===== config.mk =====
export PLATFORM = sky130hd
export DESIGN_NAME = demux_packer
export DESIGN_NICKNAME = d
export VERILOG_FILES = /design/src/rtl/demux_pkg.sv /design/src/rtl/addr_decoder.sv /design/src/rtl/demux_packer.sv
export SDC_FILE = /design/constraint.sdc
export NUM_CORES = 1
export LEC_CHECK = 0
export CORE_MARGIN = 4
export CORE_UTILIZATION = 43
export DETAILED_ROUTE_END_ITERATION = 12
export HOLD_SLACK_MARGIN = 0.03
export PLACE_DENSITY = 0.77
export SYNTH_ARGS = -nofsm -noshare
export SYNTH_HDL_FRONTEND = slang
export SYNTH_SLANG_ARGS = --single-unit

===== constraint.sdc =====
create_clock -name clk -period 1.6 [get_ports clk]
set_input_delay 0.32 -clock clk [delete_from_list [all_inputs] [get_ports clk]]
set_output_delay 0.32 -clock clk [all_outputs]
set_load 0.1 [all_outputs]

===== src/rtl/demux_pkg.sv =====
// rtl/demux_pkg.sv - shared state encoding and slot-count derivation for demux_packer
//
// Contents:
//   state_t    : FSM encoding (FILL collects words, HOLD presents the frame)
//   slot_count : number of slots addressed by an aw-bit slot address
package demux_pkg;

  typedef enum logic {
    FILL = 1'b0,
    HOLD = 1'b1
  } state_t;

  function automatic int slot_count(input int aw);
    return 1 << aw;
  endfunction

endpackage


===== src/rtl/addr_decoder.sv =====
// rtl/addr_decoder.sv - slot address to one-hot write-enable decoder
//
// Ports:
//   address : slot address (ADDRESS_WIDTH bits)
//   accept  : a word is accepted this cycle; gates every enable
//   we      : one-hot write enable, N = 2**ADDRESS_WIDTH bits
module addr_decoder
  import demux_pkg::*;
#(
  parameter int ADDRESS_WIDTH = 2,
  localparam int N = slot_count(ADDRESS_WIDTH)
) (
  input  logic [ADDRESS_WIDTH-1:0] address,
  input  logic                     accept,
  output logic [N-1:0]             we
);

  always_comb begin
    we          = '0;
    we[address] = accept;
  end

endmodule


===== src/rtl/demux_packer.sv =====
// rtl/demux_packer.sv - packs address-tagged words into a frame handed off with valid/ready
//
// Build option: DEMUX_AUTO_ADDR_EN - when defined, an internal counter picks
// the slot (serial-to-parallel mode) and the address port is ignored.
//
// Ports:
//   clk, rst   : clock, synchronous active-high reset
//   in_valid   : word offered         in_ready  : word accepted this cycle
//   data_in    : word to store        address   : destination slot
//   in_last    : closes the frame early when sampled with an accepted word
//   out_valid  : frame available      out_ready : downstream takes the frame
//   data_out   : packed frame, slot i at [DATA_WIDTH*(i+1)-1 : DATA_WIDTH*i]
//   slot_valid : bit i set when slot i was written in the current frame
module demux_packer
  import demux_pkg::*;
#(
  parameter int DATA_WIDTH    = 8,
  parameter int ADDRESS_WIDTH = 2,
  localparam int N = slot_count(ADDRESS_WIDTH)
) (
  input  logic                    clk,
  input  logic                    rst,
  input  logic                    in_valid,
  output logic                    in_ready,
  input  logic [DATA_WIDTH-1:0]   data_in,
  input  logic [ADDRESS_WIDTH-1:0] address,
  input  logic                    in_last,
  output logic                    out_valid,
  input  logic                    out_ready,
  output logic [DATA_WIDTH*N-1:0] data_out,
  output logic [N-1:0]            slot_valid
);

  state_t                   state;
  state_t                   state_next;
  logic                     accept;
  logic                     handoff;
  logic                     frame_full;
  logic [ADDRESS_WIDTH-1:0] slot_sel;
  logic [N-1:0]             we;

  // in_ready is low during reset so nothing is written while rst is held
  assign in_ready  = (state == FILL) && !rst;
  assign out_valid = (state == HOLD);
  assign accept    = in_valid && in_ready;
  assign handoff   = (state == HOLD) && out_ready;

`ifdef DEMUX_AUTO_ADDR_EN
  logic [ADDRESS_WIDTH-1:0] auto_cnt;

  always_ff @(posedge clk) begin
    if (rst) begin
      auto_cnt <= '0;
    end else if (handoff) begin
      auto_cnt <= '0;
    end else if (accept) begin
      auto_cnt <= auto_cnt + ADDRESS_WIDTH'(1);
    end
  end

  assign slot_sel   = auto_cnt;
  assign frame_full = (auto_cnt == ADDRESS_WIDTH'(N - 1));
`else
  assign slot_sel   = address;
  // include the write happening this cycle so the frame closes on its last slot
  assign frame_full = &(slot_valid | we);
`endif

  addr_decoder #(
    .ADDRESS_WIDTH(ADDRESS_WIDTH)
  ) u_addr_decoder (
    .address(slot_sel),
    .accept (accept),
    .we     (we)
  );

  always_ff @(posedge clk) begin
    if (rst) begin
      state <= FILL;
    end else begin
      state <= state_next;
    end
  end

  always_comb begin
    state_next = state;
    case (state)
      FILL: begin
        if (accept && (frame_full || in_last)) begin
          state_next = HOLD;
        end
      end
      HOLD: begin
        if (out_ready) begin
          state_next = FILL;
        end
      end
      default: state_next = FILL;
    endcase
  end

  always_ff @(posedge clk) begin
    if (rst) begin
      data_out   <= '0;
      slot_valid <= '0;
    end else if (handoff) begin
      data_out   <= '0;
      slot_valid <= '0;
    end else begin
      for (int i = 0; i < N; i++) begin
        if (we[i]) begin
          data_out[DATA_WIDTH*i +: DATA_WIDTH] <= data_in;
        end
      end
      slot_valid <= slot_valid | we;
    end
  end

endmodule


# After elaboration in Yosys (flattened, before gate mapping)
# Index checks and enable logic that the tools add are counted.
[totals]
reg_bits = 37
latchBits = 0
mem_bits_rw = 0
mem_bits_ro = 0
input_bits = 15
output_inout_bits = 38
word_cells = 25
n_memories = 0
[classes]
add_sub_neg = 0
multipliers = 0
div_mod_pow = 0
order_cmp = 2
eq_ne = 0
n_shift = 0
mux = 5
n_bitwise = 3
reduce_logical = 9
[ops]
columns = ["operator", "n"]
rows = [
  ["logical AND 1 bit", 5],
  ["AND 4 bit", 1],
  ["OR 4 bit", 1],
  ["AND reduction 4 bit", 1],
  ["< comparator 2 x 3 -> 1 bit, second input constant", 1],
  ["2-to-1 mux 1 bit", 3],
  ["demux 1 bit (select 2 bit)", 1],
  ["greater-or-equal comparator 2 x 1 -> 1 bit, second input constant", 1],
  ["one-hot mux 1 bit (2 select lines)", 1],
  ["OR reduction 2 bit", 1],
  ["zero test 1 bit", 1],
  ["logical OR 1 bit", 1],
  ["inverter 1 bit", 1],
]

# Depth between registers and ports, before layout
# Gate-level depths: netlist (run 1).
[depth]
word_depth = 11
ltp_mapped = 4
ltp_nobuf = 3

# By module
# A second synthesis (run 1) with hierarchy kept.
[hier_totals]
cells_unflattened = 128
area_unflattened_um2 = 1362.6
[modules_own_cells]
columns = ["module", "n_inst", "cells_per_inst", "area_per_inst_um2", "seq_area_each_um2"]
rows = [
  ["demux_packer", 1, 124, 1325.0, 740.7],
  ["addr_decoder", 1, 4, 37.5, 0.0],
]

# Worst setup path before layout (run 1)
# No wires, ideal clock.
[synth_path]
kind = "flip-flop to output port"
start = "register state (netlist: out_valid)"
end = "output port in_ready"
arrival_ns = 2.127
t_required_ns = 1.280
setup_slack_ns = -0.847
path_stages_with_launch = 2
n_path_buf = 0
cell_sequence = "dfxtp_1 > nor2_1"
[synth_via]
elab_chain_len = 2
[synth_rtl]
columns = ["item", "line_no", "text"]
rows = [
  ["from (decl)", "demux_packer.sv:34", "state_t state;"],
  ["from (signal assigned)", "demux_packer.sv:81", "state <= state_next;"],
  ["inverter 1 bit", "-", ""],
  ["logical AND 1 bit", "demux_packer.sv:43", "assign in_ready = (state == FILL) && !rst;"],
  ["to (decl)", "demux_packer.sv:24", "output logic in_ready,"],
]
# No other way between the ends.

# Worst setup path in the final report (run 1)
[layout_path]
start = "input port in_valid"
end = "register data_out[28]"
[layout_via]
elab_chain_len = 2
[layout_rtl]
columns = ["item", "line_no", "text"]
rows = [
  ["from (decl)", "demux_packer.sv:23", "input logic in_valid,"],
  ["logical AND 1 bit", "demux_packer.sv:45", "assign accept = in_valid && in_ready;"],
  ["AND 4 bit (no source line)", "-", ""],
  ["to (signal, indexed assignment)", "demux_packer.sv:112", "data_out[DATA_WIDTH*i +: DATA_WIDTH] <= data_in;"],
  ["to (decl)", "demux_packer.sv:30", "output logic [DATA_WIDTH*N-1:0] data_out,"],
]
# No other way between the ends.
# A chain may end at the register's enable or synchronous reset.

==> results.cfg, run 1 <==
[hold_path]
hold_class = input pin to flip-flop

[floorplan]
die_h_microns = 66.1
fp.coreArea_sq_um = 3130
start_util = 0.464
ios = 53
fp-row-count = 20
die_x_microns = 66.1
floorplan.die_area_sq_um = 4370

[placed_design]
dp_cells = 262
dpl.hpwl_mm = 3.32
post_dp_cell_area_sq_um = 2420
io_buffers = 52
place_congestion = 0.811

[critical_path]
setup.worst_path.class = input pin to flip-flop
worst_setup_path_end_kind = flip-flop
cp_max_fo = 32
required_ns = 1.83
crit_arrival_ns = 1.72
start_kind = input pin

[routing]
postRouteWirelength_mm = 4.62
wl_per_cell_microns = 17.1
firstDrtPassIters = 4
viasPerCell = 5.69
ant_nets = 0
drt-initial-drc-count = 88
vias = 1536
drc = 0

[global_routing]
grt_max_degree = 37
use_met1 = 0.271
grt_use_met3 = 0.0782
grt_usage = 0.226
grt_pass1_wl_mm = 7.42
grtUsageMet2 = 0.364
antenna_found_initial = 0
first_global_vias = 1517
grt-busiest-layer = met2
gr-total-overflow = 0

[synth]
ys.warnings.count = 0
netlist_area_sq_um = 1450
seq_area_frac_synth = 0.510
synth_cell_types = 23
ys_ff_latch = 37
syn_inst = 171
avgSynthCellArea_sq_um = 8.49
syn_nets = 186

[power_and_ir_drop]
powerDensity_nw_per_um2 = 832
comb_power_share = 0.210
seqPwrFrac = 0.462
p_switching_uw = 617
ir_drop_uv = 655
p_leak_uw = 0.000892
internal_power_uw = 1470
power.share.switching = 0.296
power.share.clock = 0.328

[sta]
slew_viol_final = 0
worst_hold_slack_ns = 0.438
tightest_slew_ns = 0.325
rsz0062_at_grt = false
slew_headroom = 0.783
hold_viol_final = 0
clock_skew_ns = 0.0150
setup_viol = 0
max_freq_ghz = 0.671
post-route-min-period_ns = 1.49
post-route-period-util = 0.932

[outcome]
status = finished, final reports clean

[cts]
cts-root-buf = clkbuf_4
cts_made_buffers = 5
post-cts-setup-buffers = 0
cts_tree = yes
htreeDepth = 2
clk_latency_ns = 0.35
cts.sinks = 37
clk_pin_slew_ns = 0.10
cts_max_path_buffers = 2
cts_hold_buffers = 0

[final_layout]
final_area_sq_um = 2510
syn_to_final_growth_pct = 72.9
nets = 240
final_util = 0.802
drive_gt1_frac = 0.270
finalNonFillerCells = 270
fill_cells = 194
antenna_cells = 0

[job]
maxCapViolCount = 0
[worst max-delay path, stage by stage]
cell             delay, ns
clkdlybuf4s50_1       0.49
or3b_4                0.54
o21ai_0               0.26
a21oi_1               0.10
[metrics by stage]
stage	total power [uW]	setup TNS, ns	worst slack (ns)
floorplan	1230	0	0.0713
global placement	1410	-4.04	-0.136
detailed placement	1420	-6.20	-0.266
CTS	2080	0	0.000112
global route	2150	0	0.0665
finish	2090	0	0.109
[synth_stat cells, drive strengths merged]
master,count,area share
or2,1,0.0043
or3b,1,0.0078
nand2b,2,0.0086
a21o,1,0.0052
mux2,1,0.0078
nand2,2,0.0052
nor2b,2,0.0086
dfxtp,37,0.51
nor2,6,0.017
nand3,32,0.11
nor3b,1,0.013
clkbuf,5,0.016
o221ai,1,0.0060
o32ai,1,0.0060
a21oi,36,0.12
o21ai,32,0.11
and2,1,0.0043
buf,9,0.035
[cell type report]
cell class / count / area (sq um) / area share
Clock inverter: 1 / 30.0 / 0.0120
Multi-Input combinational cell: 120 / 644 / 0.257
Timing Repair Buffer: 61 / 983 / 0.392
Clock buffer: 7 / 55.1 / 0.0219
Sequential cell: 37 / 742 / 0.296
Tap cell: 44 / 55.1 / 0.0219
[path summary, 6_finish.rpt]
check / start / endpoint / slack, ns / depth (start not counted)
worst max-delay path: in_valid / data_out[28] / 0.11 / 4
worst min-delay path: rst / out_valid / 0.44 / 3
worst max register to register: out_valid / data_out[28] / 0.17 / 3
worst min register to register: data_out[2] / data_out[2] / 0.52 / 2
[cell usage in the layout, fill, tap and decap left out, drive strengths merged]
cell / n
a21o: 1
a21oi: 36
and2: 1
buf: 47
bufinv: 1
clkbuf: 7
clkdlybuf4s50: 13
dfxtp: 37
dlymetal6s2s: 1
mux2: 1
nand2: 2
nand2b: 2
nand3: 32
nor2: 6
nor2b: 2
nor3b: 1
o21ai: 32
o221ai: 1
o32ai: 1
or2: 1
or3b: 1
[power groups by stage]
| stage | sequential [uW] | clock, uW | combinational (uW) |
|---|---|---|---|
| 6_report | 965 | 685 | 439 |
| 5_1_grt | 968 | 727 | 458 |
| 4_1_cts | 965 | 682 | 437 |
| 3_5_place_dp | 986 | 0 | 435 |
| 3_3_place_gp | 985 | 0 | 428 |
| 2_1_floorplan | 1110 | 0 | 116 |
[kinds of logic after synthesis]
logic type | count (synthesis) | share of synthesized area
buffers and inverters | 14 | 0.0509
DFF | 37 | 0.510
muxes | 1 | 0.00776
AOI/OAI and AO/OA | 71 | 0.252
and+or+nand+nor | 48 | 0.179
[layer usage]
metal | part of all wire | vias to the layer above
met5 | 0 | -
met4 | 0.030 | 0
met2 | 0.49 | 82
met1 | 0.39 | 722
met3 | 0.093 | 14
li1 | - | 718
[flip-flops by register name (all words and copies together) (netlist names)]
name        count
data_out       32
out_valid       1
slot_valid      4
[repair_timing]
action / CTS / global route
hold endpoints to repair: 0 / 0
endpoints found under the setup margin: 0 / 1
resized for setup: 0 / 1
(Power assumes the default switching activity.)
==> inputs of run 2 (changes only) <==
--- a/config.mk
+++ b/config.mk
@@ -9,7 +9,7 @@
 export CORE_UTILIZATION = 43
 export DETAILED_ROUTE_END_ITERATION = 12
 export HOLD_SLACK_MARGIN = 0.03
-export PLACE_DENSITY = 0.77
+export PLACE_DENSITY = 0.78
 export SYNTH_ARGS = -nofsm -noshare
 export SYNTH_HDL_FRONTEND = slang
 export SYNTH_SLANG_ARGS = --single-unit
==> run 2 against run 1 <==
Compared with the run above: sequential power hardly changed; final area grew 0.15%; via count grew 0.91%; register-to-register slack about the same; total power decreased by 7.4%; critical path type unchanged.
==> results.cfg, run 2 (same netlist as run 1, synthesis figures left out) <==
[sta]
setup_viol = 0
tightest_slew_ns = 0.330
post-route-period-util = 0.950
hold_viol_final = 0
max_freq_ghz = 0.658
post-route-min-period_ns = 1.52
rsz0062_at_grt = false
slew_viol_final = 0
slew_headroom = 0.780
clock_skew_ns = 0.0116
worst_hold_slack_ns = 0.522

[routing]
firstDrtPassIters = 4
ant_nets = 0
wl_per_cell_microns = 16.1
vias = 1550
viasPerCell = 5.70
drt-initial-drc-count = 91
postRouteWirelength_mm = 4.37
drc = 0

[placed_design]
io_buffers = 52
dpl.hpwl_mm = 3.20
place_congestion = 0.819

[final_layout]
drive_gt1_frac = 0.281
multi_input_area_sq_um = 644
syn_to_final_growth_pct = 73.2
mostFrequentLayoutCell = buf_12
ff_latch_area_sq_um = 742
nets = 242
antenna_cells = 0
fill_cells = 215
layout_common_cells = 40 x buf_12, 36 x a21oi_1, 36 x dfxtp_1
largest-register = data_out
largest_reg_flops = 32

[cts]
clk_latency_ns = 0.35
post-cts-setup-buffers = 0
htreeDepth = 2
cts_hold_buffers = 0
cts_tree = yes
cts.sinks = 37
cts-root-buf = clkbuf_4
cts_max_path_buffers = 2
ctsResizeCount = 1
cts_made_buffers = 5
clk_pin_slew_ns = 0.11

[floorplan]
fp-row-count = 20
start_util = 0.464
fp.coreArea_sq_um = 3130
die_h_microns = 66.1
ios = 53
die_x_microns = 66.1
floorplan.die_area_sq_um = 4370

[critical_path]
worst_r2r_endpoint = data_out[10]
r2r.worst_path.cells = 3
start_kind = input pin
crit-reg2reg-launch = out_valid
setup.worst_path.class = input pin to flip-flop
cp_max_fo = 32
required_ns = 1.84
worst_setup_path_end_kind = flip-flop
rrSetupSlack_ns = 0.16
crit_arrival_ns = 1.76

[global_routing]
antenna_found_initial = 0
grt_pass1_wl_mm = 7.07
gr-total-overflow = 0
first_global_vias = 1508
grt_usage = 0.211
grt_max_degree = 37

[job]
maxCapViolCount = 0

[hold_path]
worstHoldStart = data_out[19]
hold_class = flip-flop to flip-flop
min_to = data_out[19]
hold_depth = 2

[power_and_ir_drop]
ir_drop_uv = 696
fin_total_pwr_uw = 1930
p_leak_uw = 0.000889
powerDensity_nw_per_um2 = 770

[outcome]
status = finished, final reports clean
-- run 2: cell types whose count changed in the layout (fill, tap and decap cells not counted), sizes merged --
cell	before	now
buf	47	49
bufinv	1	0
clkbuf	7	6
clkinv	0	2
dlygate4sd2	0	1
dlymetal6s2s	1	0
-- run 2: per-stage QoR --
step / instances / cell area (sq um) / utilization / TNS (ns) / worst slack, ns
6_report: 272 / 2510 / 0.804 / 0 / 0.0806
5_1_grt: 272 / 2510 / 0.804 / 0 / 0.0737
4_1_cts: 272 / 2510 / 0.804 / 0 / 0.107
3_5_place_dp: 264 / 2450 / 0.783 / -6.36 / -0.273
3_3_place_gp: 264 / 2450 / 0.783 / -3.84 / -0.131
2_1_floorplan: 171 / 1460 / - / 0 / 0.0713
-- run 2: final cells by class --
type,instances,share of cell area
clock buffers,6,0.0204
clock inverters,2,0.00548
flip-flops and latches,37,0.295
repair buffers,63,0.401
multi-input cells,120,0.256
well taps,44,0.0219
-- run 2: worst max-delay path, stage by stage --
cell and delay [ns]:
clkdlybuf4s50_1 0.52, or3b_4 0.55, o21ai_0 0.26, a21oi_1 0.11
-- run 2: routing by layer --
metal	share of wire	GRT usage	routed length [microns]	vias to the layer above
li1	-	-	-	725
met1	0.40	0.259	1770	733
met2	0.50	0.340	2170	88
met3	0.089	0.0578	388	4
met4	0.011	0.0964	48	0
met5	0	0	0	-
-- run 2: worst max path at each step --
stage | from | end | slack [ns]
floorplan | out_valid | data_out[0] | 0.07
global placement | in_valid | data_out[10] | -0.13
detailed placement | in_valid | data_out[10] | -0.27
CTS | in_valid | data_out[10] | 0.11
global route | in_valid | data_out[28] | 0.07
finish | in_valid | data_out[10] | 0.08
-- run 2: where the power goes --
part / total, uW / leakage, uW / internal (uW) / switching, uW
Clock: 527 / 0.0000382 / 214 / 312
Sequential: 965 / 0.000300 / 941 / 24.0
Combinational: 444 / 0.000551 / 163 / 280
